===== src/rtl/m10k_row_streamer_if.sv =====
// Memory-side and stream-side buses of the M10K row streamer.
// master = streamer, slave = row memory plus downstream sink.
interface m10k_row_streamer_if #(
  parameter int DATA_LEN     = 32,
  parameter int N            = 8,
  parameter int ADDRESS_SIZE = 4
);
  logic [ADDRESS_SIZE-1:0] o_address;
  logic                    o_wr_en;
  logic [DATA_LEN*N-1:0]   i_read_data;
  logic [DATA_LEN-1:0]     o_data;
  logic                    o_valid;
  logic                    i_ready;
  logic                    o_last;

  modport master (
    output o_address, o_wr_en, o_data, o_valid, o_last,
    input  i_read_data, i_ready
  );

  modport slave (
    input  o_address, o_wr_en, o_data, o_valid, o_last,
    output i_read_data, i_ready
  );
endinterface


===== src/rtl/m10k_row_streamer.sv =====
// Streams consecutive rows of a registered-output M10K row memory as words
// over a valid/ready channel, word 0 of each row first.
module m10k_row_streamer #(
  parameter int DATA_LEN     = 32,
  parameter int N            = 8,
  parameter int ADDRESS_SIZE = 4
) (
  input  logic                    i_clk,
  input  logic                    i_rstn,
  input  logic                    i_start,
  input  logic [ADDRESS_SIZE-1:0] i_base_addr,
  input  logic [ADDRESS_SIZE:0]   i_row_count,
  output logic                    o_busy,
  output logic                    o_done,
  output logic [2:0]              o_state,
  m10k_row_streamer_if.master     bus
);
  localparam int                IDX_W    = (N > 1) ? $clog2(N) : 1;
  localparam logic [IDX_W-1:0]  LAST_IDX = IDX_W'(N - 1);

  typedef enum logic [2:0] {
    ST_IDLE = 3'd0,
    ST_READ = 3'd1,
    ST_WAIT = 3'd2,
    ST_SEND = 3'd3,
    ST_DONE = 3'd4
  } state_t;

  state_t                  state_r;
  state_t                  next_s;
  logic [ADDRESS_SIZE-1:0] addr_r;
  logic [ADDRESS_SIZE:0]   rows_left_r;
  logic [DATA_LEN*N-1:0]   row_buf_r;
  logic [IDX_W-1:0]        idx_r;
  logic [DATA_LEN-1:0]     data_r;
  logic                    valid_r;
  logic                    last_r;
  logic                    busy_r;
  logic                    done_r;
  logic                    xfer_s;
  logic                    row_end_s;
  logic                    final_row_s;
  logic                    start_ok_s;
  logic [IDX_W-1:0]        idx_next_s;

  assign xfer_s      = valid_r & bus.i_ready;
  assign row_end_s   = xfer_s & (idx_r == LAST_IDX);
  assign final_row_s = (rows_left_r == (ADDRESS_SIZE+1)'(1));
  assign start_ok_s  = (i_row_count != {(ADDRESS_SIZE+1){1'b0}});
  assign idx_next_s  = idx_r + IDX_W'(1);

  assign bus.o_address = addr_r;
  assign bus.o_wr_en   = 1'b0;
  assign bus.o_data    = data_r;
  assign bus.o_valid   = valid_r;
  assign bus.o_last    = last_r;
  assign o_busy        = busy_r;
  assign o_done        = done_r;
  assign o_state       = state_r;

  // State register.
  always_ff @(posedge i_clk or negedge i_rstn) begin
    if (!i_rstn) begin
      state_r <= ST_IDLE;
    end else begin
      state_r <= next_s;
    end
  end

  // Next-state decode; READ and WAIT cover the two-edge memory read latency.
  always_comb begin
    next_s = state_r;
    case (state_r)
      ST_IDLE: begin
        if (i_start) begin
          next_s = start_ok_s ? ST_READ : ST_DONE;
        end else begin
          next_s = ST_IDLE;
        end
      end
      ST_READ: next_s = ST_WAIT;
      ST_WAIT: next_s = ST_SEND;
      ST_SEND: begin
        if (row_end_s) begin
          next_s = final_row_s ? ST_DONE : ST_READ;
        end else begin
          next_s = ST_SEND;
        end
      end
      ST_DONE: next_s = ST_IDLE;
      default: next_s = ST_IDLE;
    endcase
  end

  // Datapath: address/row counters, row buffer and the registered stream outputs.
  always_ff @(posedge i_clk or negedge i_rstn) begin
    if (!i_rstn) begin
      addr_r      <= {ADDRESS_SIZE{1'b0}};
      rows_left_r <= {(ADDRESS_SIZE+1){1'b0}};
      row_buf_r   <= {(DATA_LEN*N){1'b0}};
      idx_r       <= {IDX_W{1'b0}};
      data_r      <= {DATA_LEN{1'b0}};
      valid_r     <= 1'b0;
      last_r      <= 1'b0;
      busy_r      <= 1'b0;
      done_r      <= 1'b0;
    end else begin
      busy_r <= (next_s == ST_READ) || (next_s == ST_WAIT) || (next_s == ST_SEND);
      done_r <= (next_s == ST_DONE);
      case (state_r)
        ST_IDLE: begin
          if (i_start && start_ok_s) begin
            addr_r      <= i_base_addr;
            rows_left_r <= i_row_count;
          end
        end
        ST_WAIT: begin
          row_buf_r <= bus.i_read_data;
          idx_r     <= {IDX_W{1'b0}};
          data_r    <= bus.i_read_data[DATA_LEN-1:0];
          valid_r   <= 1'b1;
          last_r    <= final_row_s && (LAST_IDX == {IDX_W{1'b0}});
        end
        ST_SEND: begin
          if (row_end_s) begin
            valid_r <= 1'b0;
            last_r  <= 1'b0;
            if (!final_row_s) begin
              rows_left_r <= rows_left_r - (ADDRESS_SIZE+1)'(1);
              addr_r      <= addr_r + ADDRESS_SIZE'(1);
            end
          end else if (xfer_s) begin
            idx_r  <= idx_next_s;
            data_r <= row_buf_r[DATA_LEN*idx_next_s +: DATA_LEN];
            last_r <= final_row_s && (idx_next_s == LAST_IDX);
          end
        end
        default: begin
        end
      endcase
    end
  end
endmodule


===== src/flat_wrapper.sv =====
// flat-port wrapper written by rule: the top's interface ports become plain ports
module m10k_row_streamer_flat 
#(
  parameter int DATA_LEN     = 32,
  parameter int N            = 8,
  parameter int ADDRESS_SIZE = 4
)
  (i_clk, i_rstn, i_start, i_base_addr, i_row_count, o_busy, o_done, o_state, bus_o_address, bus_o_wr_en, bus_o_data, bus_o_valid, bus_o_last, bus_i_read_data, bus_i_ready);
  m10k_row_streamer_if #(.DATA_LEN(DATA_LEN), .N(N), .ADDRESS_SIZE(ADDRESS_SIZE)) bus_i ();
  input  logic i_clk;
  input  logic i_rstn;
  input  logic i_start;
  input  logic [ADDRESS_SIZE-1:0] i_base_addr;
  input  logic [ADDRESS_SIZE:0] i_row_count;
  output logic o_busy;
  output logic o_done;
  output logic [2:0] o_state;
  output wire logic [$bits(bus_i.o_address)-1:0] bus_o_address;
  output wire logic [$bits(bus_i.o_wr_en)-1:0] bus_o_wr_en;
  output wire logic [$bits(bus_i.o_data)-1:0] bus_o_data;
  output wire logic [$bits(bus_i.o_valid)-1:0] bus_o_valid;
  output wire logic [$bits(bus_i.o_last)-1:0] bus_o_last;
  input wire logic [$bits(bus_i.i_read_data)-1:0] bus_i_read_data;
  input wire logic [$bits(bus_i.i_ready)-1:0] bus_i_ready;
  assign bus_o_address = bus_i.o_address;
  assign bus_o_wr_en = bus_i.o_wr_en;
  assign bus_o_data = bus_i.o_data;
  assign bus_o_valid = bus_i.o_valid;
  assign bus_o_last = bus_i.o_last;
  assign bus_i.i_read_data = bus_i_read_data;
  assign bus_i.i_ready = bus_i_ready;
  m10k_row_streamer #(.DATA_LEN(DATA_LEN), .N(N), .ADDRESS_SIZE(ADDRESS_SIZE)) u_core (.i_clk(i_clk), .i_rstn(i_rstn), .i_start(i_start), .i_base_addr(i_base_addr), .i_row_count(i_row_count), .o_busy(o_busy), .o_done(o_done), .o_state(o_state), .bus(bus_i));
endmodule

===== config.mk =====
export PLATFORM = sky130hd
export DESIGN_NAME = m10k_row_streamer_flat
export DESIGN_NICKNAME = d
export VERILOG_FILES = /design/src/rtl/m10k_row_streamer_if.sv /design/src/rtl/m10k_row_streamer.sv /design/src/flat_wrapper.sv
export SDC_FILE = /design/constraint.sdc
export NUM_CORES = 1
export LEC_CHECK = 0
export ABC_AREA = 0
export BUFFER_PORTS_ARGS = -buffer_cell sky130_fd_sc_hd__buf_2
export CAP_MARGIN = 30
export CORE_MARGIN = 2
export CORE_UTILIZATION = 59
export DETAILED_ROUTE_END_ITERATION = 8
export GPL_TIMING_DRIVEN = 1
export PLACE_DENSITY = 0.84
export REMOVE_ABC_BUFFERS = 1
export SKIP_CTS_REPAIR_TIMING = 1
export SYNTH_ARGS = -nofsm -noshare
export SYNTH_HDL_FRONTEND = slang
export SYNTH_SLANG_ARGS = --single-unit

===== constraint.sdc =====
create_clock -name i_clk -period 5.1 [get_ports i_clk]
set_input_delay 0.255 -clock i_clk [delete_from_list [all_inputs] [get_ports i_clk]]
set_output_delay 0.255 -clock i_clk [all_outputs]
set_load 0.05 [all_outputs]

==> flow_summary_export.csv <==
group,metric,value,unit
timing,relSlewSlack,0.325,
logic_synthesis,synth_flop_cell,"dfrtp_1",
logic_synthesis,synth_seq_cells,307,
die,fp.dieArea,0.0250,sq mm
logic_synthesis,async_flop_share,1.00,
power,leakagePower,8.73,nW
min_path,min-delay-start,"bus_i_read_data[171]",
timing,period_share,0.588,
timing,hold_slack,-3.06,ps
placement,finalWeightedCongestion,0.789,
timing,max_clock_freq,334,MHz
placement,dp_cells,1621,
timing,setup_violations,0,
logic_synthesis,synthTopCellsByCount,"307 x dfrtp_1, 236 x mux2_2, 128 x mux2i_1",
detailed_routing,via_per_inst,5.86,
logic_synthesis,ys_seq_area_frac,0.549,
logic_synthesis,synth_edf_count,0,
cts,htree_levels,2,
placement,port_buffers,311,
die,start_util,0.598,
power,p_per_area,663,mW/mm^2
detailed_routing,dr.pass1.iters,8,
setup_path,regToRegStartpoint,"u_core.idx_r[0]$_DFFE_PN0P_",
cts,cts_buffer_depth,3,
timing,rsz0062_at_grt,"no",
run_status,violations,"negative hold slack",
die,ios,313,
die,die_h,158,um
detailed_routing,drc,0,
logic_synthesis,netlist_area,0.0140,sq mm
cts,cts_sinks,307,
setup_path,path_class,"reg -> reg",
logic_synthesis,netlist_instances,1057,
timing,fin_skew,11.6,ps
logic_synthesis,yosysWarnings,0,
global_route,grt_overflow,0,
timing,hold_viol,1,
finish,nNetsFinal,1767,
setup_path,reg2reg_setup_slack,2100,ps
min_path,min_path_type,"in -> reg",
detailed_routing,drt_iter0_markers,890,
setup_path,reg2reg_depth,7,
global_route,grt_max_degree,152,
detailed_routing,antenna_left,0,
global_route,grt_first_pass_wirelength,53.8,mm
global_route,grtUsageTotal,0.277,
min_path,worstHoldPathCells,2,
global_route,grt_pass1_vias,10300,
die,core,0.0234,sq mm
logic_synthesis,ys_types,42,
setup_path,required,5510,ps
setup_path,endpoint_kind,"flop",
die,die_w,158,um
detailed_routing,wl_per_cell,22.0,um
setup_path,worstSetupStartpoint,"u_core.idx_r[0]$_DFFE_PN0P_",
detailed_routing,wl,40.3,mm
run_status,status,"complete, but fails checks",
setup_path,startpoint_type,"flop",
setup_path,cp.arrival,3400,ps
cts,clkTransAtPathRegs,60,ps
die,num_rows,56,
cts,numCtsBuffers,34,
detailed_routing,vias,10800,
finish,syn_to_final_growth,31.5,%
timing,drv_slew,0,
cts,root_buffer,"clkbuf_16",
run,maxCapViolCount,0,
logic_synthesis,synth_top_area_share,0.549,
placement,dp_slack,2230,ps
power,ir_worst_vdd,504,uV
logic_synthesis,yosys.area.top_type,"dfrtp_1",
logic_synthesis,synth.avg_cell_area,13.2,sq um
timing,fin_ws,2100,ps
logic_synthesis,yosys.cell_count.top_type,"dfrtp_1",
finish,drive_gt1_frac,0.415,
logic_synthesis,yosys-top-cells-area,"dfrtp_1 55%, mux2_2 19%, mux2i_1 9.1%, a22oi_1 3.5%, mux2_1 1.7%",
finish,fillers,1331,
cts,clk_latency,500,ps
timing,finalSetupTns,0,ps
finish,final_cells,1835,
placement,place_hpwl,22.1,mm
setup_path,path_max_fanout,61,
timing,period_needed,3000,ps
timing,worst_slew_pin_slew,1010,ps
global_route,antenna_found_initial,5,
cts,cts_tree,"done",
==> through the flow <==
| stage | util | cell area [sq um] | total power (W) |
|---|---|---|---|
| 2_1_floorplan | - | 13600 | 0.00802 |
| 3_3_place_gp | 0.671 | 15700 | 0.00918 |
| 3_5_place_dp | 0.675 | 15800 | 0.00954 |
| 4_1_cts | 0.720 | 16900 | 0.0119 |
| 5_1_grt | 0.786 | 18400 | 0.0128 |
| 6_report | 0.787 | 18400 | 0.0122 |
==> logic make-up after synthesis <==
kind of cell | Yosys count | share of synthesized area
simple gates | 138 | 0.0454
flops | 307 | 0.549
buf+inv | 86 | 0.0323
other cells | 1 | 0.000268
fa+ha+maj | 6 | 0.00536
mux | 387 | 0.300
compound gates | 132 | 0.0678
==> critical path, stage by stage, from the launching register on <==
cell	delay [ps]
dfrtp_1	510
inv_1	150
ha_4	840
buf_12	430
mux2i_1	170
a22oi_1	310
nand3_1	170
a31oi_1	220
==> layout by cell type (no fill, tap or decap), types with 32 or more instances in the layout <==
master / n
mux2_2: 236
dlygate4sd3_1: 154
a22oi_1: 65
nand2_1: 41
nor2_1: 41
buf_2: 310
mux2i_1: 128
clkbuf_16: 35
nand3_1: 37
a31oi_1: 32
dfrtp_1: 307
==> sequential cells by signal, summed over array words and instances (netlist names) <==
register              flops
u_core.bus.o_address      4
u_core.bus.o_data        32
u_core.bus.o_last         1
u_core.bus.o_valid        1
u_core.idx_r              3
u_core.o_busy             1
u_core.o_done             1
u_core.o_state            3
u_core.row_buf_r        256
u_core.rows_left_r        5
==> power by group <==
part	switching, W	leakage (nW)	internal, W
Sequential	0.000699	3.81	0.00355
Combinational	0.00307	4.41	0.00255
Clock	0.000954	0.519	0.00140
==> worst paths after layout <==
check,to
min in group asynchronous,u_core.bus.o_data[14]$_DFFE_PN0P_
worst max register to register,u_core.bus.o_data[19]$_DFFE_PN0P_
worst min-delay path,u_core.row_buf_r[171]$_DFFE_PN0P_
worst min register to register,u_core.row_buf_r[241]$_DFFE_PN0P_
max in group asynchronous,u_core.row_buf_r[201]$_DFFE_PN0P_
worst max-delay path,u_core.bus.o_data[19]$_DFFE_PN0P_
==> area by class of cell <==
cell class	instances	area [sq um]	share of cell area
Antenna cell	7	17.5	0.000951
Clock inverter	5	53.8	0.00292
Inverter	7	26.3	0.00143
Clock buffer	48	995	0.0540
Timing Repair Buffer	478	3320	0.180
Tap cell	319	399	0.0217
Multi-Input combinational cell	664	5920	0.322
Sequential cell	307	7680	0.417
==> metal layers <==
metal / GRT usage / wire (um) / vias up
met2: 0.457 / 20200 / 531
met3: 0.0725 / 3000 / 150
met5: 0 / 11 / -
met1: 0.351 / 15400 / 5334
met4: 0.113 / 1720 / 2
li1: - / - / 4742
Power figures use the tool's default switching activity.
